$ cat src/rtl/score_display.sv
// Three-digit multiplexed 7-segment driver for the score counter with a per-frame digit snapshot.
// Optional leading-zero blanking is enabled by defining SCORE_DISPLAY_LZB_EN.
module score_display #(
   parameter int unsigned REFRESH_DIV = 100000
) (
   input  logic       clk,
   input  logic       rst_n,
   input  logic [3:0] hundreds_digit,
   input  logic [3:0] tens_digit,
   input  logic [3:0] ones_digit,
   input  logic       blank,
   output logic [6:0] seg,
   output logic [3:0] an
);

   localparam int unsigned CNT_W  = (REFRESH_DIV > 1) ? $clog2(REFRESH_DIV) : 1;
   localparam int unsigned SNAP_W = 12;
   localparam logic [CNT_W-1:0] CNT_MAX = CNT_W'(REFRESH_DIV - 1);

   typedef enum logic [1:0] {
      ONES     = 2'd0,
      TENS     = 2'd1,
      HUNDREDS = 2'd2
   } idx_t;

   logic [CNT_W-1:0]  cnt;
   idx_t              idx;
   logic [SNAP_W-1:0] snap;
   logic              tc_c;
   logic [3:0]        digit_c;
   logic [3:0]        anode_c;
   logic [6:0]        seg_c;

   assign tc_c = (cnt == CNT_MAX);

   // Slot timer: one digit slot lasts REFRESH_DIV cycles.
   always_ff @(posedge clk or negedge rst_n) begin
      if (!rst_n) begin
         cnt <= '0;
      end else if (tc_c) begin
         cnt <= '0;
      end else begin
         cnt <= cnt + CNT_W'(1);
      end
   end

   // Scan index; the illegal encoding falls back to ONES at once.
   always_ff @(posedge clk or negedge rst_n) begin
      if (!rst_n) begin
         idx <= ONES;
      end else begin
         case (idx)
            ONES:     if (tc_c) idx <= TENS;
            TENS:     if (tc_c) idx <= HUNDREDS;
            HUNDREDS: if (tc_c) idx <= ONES;
            default:  idx <= ONES;
         endcase
      end
   end

   // Snapshot taken once per frame so a frame never mixes two scores.
   always_ff @(posedge clk or negedge rst_n) begin
      if (!rst_n) begin
         snap <= '0;
      end else if (tc_c && (idx == HUNDREDS)) begin
         snap <= {hundreds_digit, tens_digit, ones_digit};
      end
   end

   // Digit and anode selection from the snapshot.
   always_comb begin
      digit_c = 4'd0;
      anode_c = 4'b1111;
      case (idx)
         ONES: begin
            digit_c = snap[3:0];
            anode_c = 4'b1110;
         end
         TENS: begin
            digit_c = snap[7:4];
            anode_c = 4'b1101;
         end
         HUNDREDS: begin
            digit_c = snap[11:8];
            anode_c = 4'b1011;
         end
         default: begin
            digit_c = 4'd0;
            anode_c = 4'b1111;
         end
      endcase
`ifdef SCORE_DISPLAY_LZB_EN
      if ((idx == HUNDREDS) && (snap[11:8] == 4'd0)) begin
         anode_c = 4'b1111;
      end
      if ((idx == TENS) && (snap[11:8] == 4'd0) && (snap[7:4] == 4'd0)) begin
         anode_c = 4'b1111;
      end
`endif
   end

   // Active-low {g,f,e,d,c,b,a}; non-BCD codes show a dash.
   always_comb begin
      seg_c = 7'b0111111;
      case (digit_c)
         4'd0:    seg_c = 7'b1000000;
         4'd1:    seg_c = 7'b1111001;
         4'd2:    seg_c = 7'b0100100;
         4'd3:    seg_c = 7'b0110000;
         4'd4:    seg_c = 7'b0011001;
         4'd5:    seg_c = 7'b0010010;
         4'd6:    seg_c = 7'b0000010;
         4'd7:    seg_c = 7'b1111000;
         4'd8:    seg_c = 7'b0000000;
         4'd9:    seg_c = 7'b0010000;
         default: seg_c = 7'b0111111;
      endcase
   end

   always_ff @(posedge clk or negedge rst_n) begin
      if (!rst_n) begin
         seg <= 7'b1111111;
         an  <= 4'b1111;
      end else begin
         seg <= seg_c;
         an  <= blank ? 4'b1111 : anode_c;
      end
   end

endmodule

$ cat config.mk
export PLATFORM = sky130hd
export DESIGN_NAME = score_display
export DESIGN_NICKNAME = d
export VERILOG_FILES = /design/src/rtl/score_display.sv
export SDC_FILE = /design/constraint.sdc
export NUM_CORES = 1
export LEC_CHECK = 0
export ABC_AREA = 1
export ABC_CLOCK_PERIOD_IN_PS = 2000
export CAP_MARGIN = 20
export CORE_AREA = 4 4 68 70
export DETAILED_ROUTE_END_ITERATION = 6
export DIE_AREA = 0 0 72 74
export DONT_BUFFER_PORTS = 1
export PLACE_DENSITY = 0.77
export SLEW_MARGIN = 20
export SYNTH_ARGS = -nofsm -noshare
export SYNTH_HDL_FRONTEND = slang
export SYNTH_SLANG_ARGS = --single-unit
$ cat constraint.sdc
create_clock -name clk -period 2 [get_ports clk]
set_input_delay 0.2 -clock clk [delete_from_list [all_inputs] [get_ports clk]]
set_output_delay 0.2 -clock clk [all_outputs]
set_load 0.005 [all_outputs]
==> impl_metrics.sql <==
INSERT INTO impl_metrics (metric_group, metric, value, unit) VALUES
('status', 'run_status', 'finished, final reports clean', ''),
('yosys', 'synthCells', '274', ''),
('global_routing', 'grt.overflow.total', '0', ''),
('floorplan', 'core', '3970', 'um2'),
('worst_setup_path', 'timing.critical_path.cells', 'inv_2 > nor2_4 > nand2_1 > nand2_1 > nor2_2 > inv_1 > ha_1 > inv_1 > nand2_1 > nand3_1 > nand2_1', ''),
('place', 'place_congestion', '0.851', ''),
('worst_setup_path', 'setup.worst_path.end_class', 'flip-flop', ''),
('yosys', 'syn_area_per_cell', '7.82', 'um2'),
('finish', 'post_route_cells_drive_above_1_share', '15.5', '%'),
('drt', 'routed-via-count', '1658', ''),
('finish', 'antenna-diode-count', '0', ''),
('hold_path', 'worst_hold_path.endpoint', 'snap[8]', ''),
('sta', 'final.min_clock_period', '1.75', 'ns'),
('worst_setup_path', 'worstPathArrival', '1.98', 'ns'),
('clocking', 'cts_root_buf', 'clkbuf_8', ''),
('worst_setup_path', 'crit_cells', '11', ''),
('floorplan', 'die-height', '74', 'um'),
('power_and_ir_drop', 'power.share.sequential', '53.5', '%'),
('drt', 'antenna_left', '0', ''),
('drt', 'avgViaCountPerCell', '4.96', ''),
('floorplan', 'io_pins', '26', ''),
('clocking', 'cts-buffers-inserted', '5', ''),
('sta', 'layout_worst_path_cycle_share', '87.3', '%'),
('sta', 'slew_viol_final', '0', ''),
('clocking', 'clock_insertion_delay_worst_skew', '0.30', 'ns'),
('worst_setup_path', 'worstReg2RegStart', 'idx[1]', ''),
('drt', 'detail_route.wirelength', '4.07', 'mm'),
('power_and_ir_drop', 'combinationalPowerShare', '1.5', '%'),
('yosys', 'synth-seq-cells', '41', ''),
('worst_setup_path', 'worstRegToRegCells', '11', ''),
('yosys', 'syn_area', '2140', 'um2'),
('floorplan', 'total_die_area', '5330', 'um2'),
('worst_setup_path', 'cp_slowest_cell', 'dfrtp_1', ''),
('worst_setup_path', 'timing.critical_path.required', '2.24', 'ns'),
('power_and_ir_drop', 'switching_power', '310', 'uW'),
('sta', 'final_hold_viol_count', '0', ''),
('power_and_ir_drop', 'internal_power', '1.24', 'mW'),
('place', 'portBuffers', '0', ''),
('finish', 'number_of_inserted_filler_cells_in_the_final_layout', '362', ''),
('clocking', 'clock_path_buffers', '2', ''),
('worst_setup_path', 'reg_to_reg_end', 'seg[3]', ''),
('worst_setup_path', 'critical_path.n_buffers_inverters', '3', ''),
('sta', 'fmax', '572', 'MHz'),
('finish', 'area_growth_from_synthesis_to_layout', '10.2', '%'),
('sta', 'final-setup-viol-count', '0', ''),
('power_and_ir_drop', 'p_leak', '1.14', 'nW'),
('floorplan', 'core.rowCount', '23', ''),
('yosys', 'synth_unique_cells', '22', ''),
('global_routing', 'first_global_vias', '1576', ''),
('clocking', 'cts.clk_slew.worst_paths', '0.08', 'ns'),
('sta', 'fin_worst_skew', '0.00683', 'ns'),
('hold_path', 'holdPathStages', '2', ''),
('floorplan', 'initial_core_util', '53.9', '%'),
('drt', 'detailedRoute.firstIterationViolations', '84', ''),
('power_and_ir_drop', 'ir_drop_worst_vdd', '0.686', 'mV'),
('yosys', 'ys_warnings', '0', ''),
('clocking', 'htree_num_levels', '2', ''),
('hold_path', 'timing.hold.worst.start', 'hundreds_digit[0]', ''),
('power_and_ir_drop', 'swShare', '20.0', '%'),
('finish', 'design.final.nets', '304', ''),
('power_and_ir_drop', 'areal_power_density_over_the_cells', '658', 'nW/um2'),
('clocking', 'cts_num_sinks', '41', ''),
('yosys', 'mappedNetlistNets', '295', ''),
('worst_setup_path', 'startpoint_class', 'flip-flop', ''),
('drt', 'route.detailed.drc', '0', ''),
('finish', 'post_layout_nonfiller_instances', '334', ''),
('global_routing', 'grt_max_degree', '42', ''),
('global_routing', 'globalRouteTotalUtil', '17.4', '%'),
('worst_setup_path', 'critPathMostFrequentCell', 'nand2_1', ''),
('worst_setup_path', 'rrSetupSlack', '0.25', 'ns'),
('run', 'drv.max_cap_violation_count', '0', '');
how the worst max path moves through the flow:
| stage | startpoint | to | slack [ns] |
|---|---|---|---|
| after floorplan | idx[0] | seg[3] | 0.41 |
| after global placement | idx[1] | seg[3] | 0.30 |
| after detailed placement | idx[1] | seg[3] | 0.19 |
| after CTS | idx[1] | seg[3] | 0.17 |
| after global routing | idx[1] | seg[3] | 0.06 |
| final | idx[1] | seg[3] | 0.25 |
state kept, by name, indices dropped and copies added (netlist names):
register and cells:
cnt 17, idx 2, snap 12, an 3
seg 7
placed cells by master, fill, tap and decap left out:
cell type and n:
a21oi_1 1, a31oi_1 1, buf_12 1, buf_4 6, bufinv_16 1, clkbuf_8 6, clkinvlp_4 1, conb_1 1
dfrtp_1 31, dfstp_2 10, dlygate4sd3_1 1, ha_1 6, inv_1 29, inv_2 4, nand2_1 95, nand2_2 4
nand3_1 18, nand4_1 14, nor2_1 32, nor2_2 7, nor2_4 3, nor3_1 2, nor3_4 1, o21ai_0 3
xor2_1 6
power groups by stage:
stage	Clock (mW)	Combinational [mW]	Sequential [mW]
floorplan	0	0.00313	0.847
global placement	0	0.00229	0.847
detailed placement	0	0.00220	0.847
CTS	0.718	0.0249	0.831
global route	0.745	0.0278	0.832
finish	0.698	0.0235	0.831
timing repair:
| action | in CTS | in global routing |
|---|---|---|
| gates resized for setup | 0 | 1 |
| endpoints found under the hold margin | 41 | 0 |
| endpoints found under the setup margin | 0 | 1 |
| hold buffers | 2 | 0 |
synth_stat cells, drive strengths merged:
library cell | instances | area, um2
dfrtp | 31 | 776
inv | 33 | 124
a21oi | 1 | 5.00
o21ai | 3 | 15.0
nor3 | 3 | 26.3
conb | 1 | 3.75
dfstp | 10 | 263
nand4 | 14 | 87.6
ha | 6 | 75.1
buf | 6 | 41.3
xor2 | 6 | 52.6
a31oi | 1 | 6.26
nand2 | 99 | 382
nor2 | 42 | 195
nand3 | 18 | 90.1
worst reg2reg max path, cell delays in order, from the launching register on:
cell,delay (ns)
dfrtp_1,0.44
inv_2,0.09
nor2_4,0.30
nand2_1,0.10
nand2_1,0.09
nor2_2,0.06
inv_1,0.10
ha_1,0.24
inv_1,0.06
nand2_1,0.06
nand3_1,0.09
nand2_1,0.05
through the flow:
step	setup slack, ns	hold WS (ns)	power (mW)
after floorplan	0.415	-0.0956	0.850
after detailed placement	0.189	-0.0938	0.849
after global placement	0.300	-0.0938	0.850
final	0.253	0.0381	1.55
after global routing	0.0624	0.0215	1.60
after CTS	0.173	0.0268	1.57
area by class of cell:
type	instances	area (um2)	area share, %
Multi-Input combinational cell	194	941	39.9
Clock buffer	6	82.6	3.50
Sequential cell	41	1040	44.0
Inverter	33	124	5.25
Clock inverter	2	37.5	1.59
Timing Repair Buffer	8	75.1	3.18
Tap cell	50	62.6	2.65
logic make-up after synthesis:
logic type	after synthesis	share of synthesized area [%]
and+or+nand+nor	176	36.4
adders and majority gates	6	3.50
xor gates and xnor gates	6	2.45
AOI/OAI and AO/OA	5	1.23
other	1	0.175
buffers and inverters	39	7.71
DFF	41	48.5
per-layer routing:
metal / share of wire, % / global-route usage, % / vias up / wire [um]
li1: - / - / 864 / -
met1: 48 / 23.0 / 748 / 1940
met2: 45 / 26.6 / 41 / 1850
met3: 5.0 / 4.73 / 5 / 203
met4: 1.8 / 8.35 / 0 / 74
met5: 0 / 0 / - / 0
Note: power is estimated with default switching activity, not from simulation.
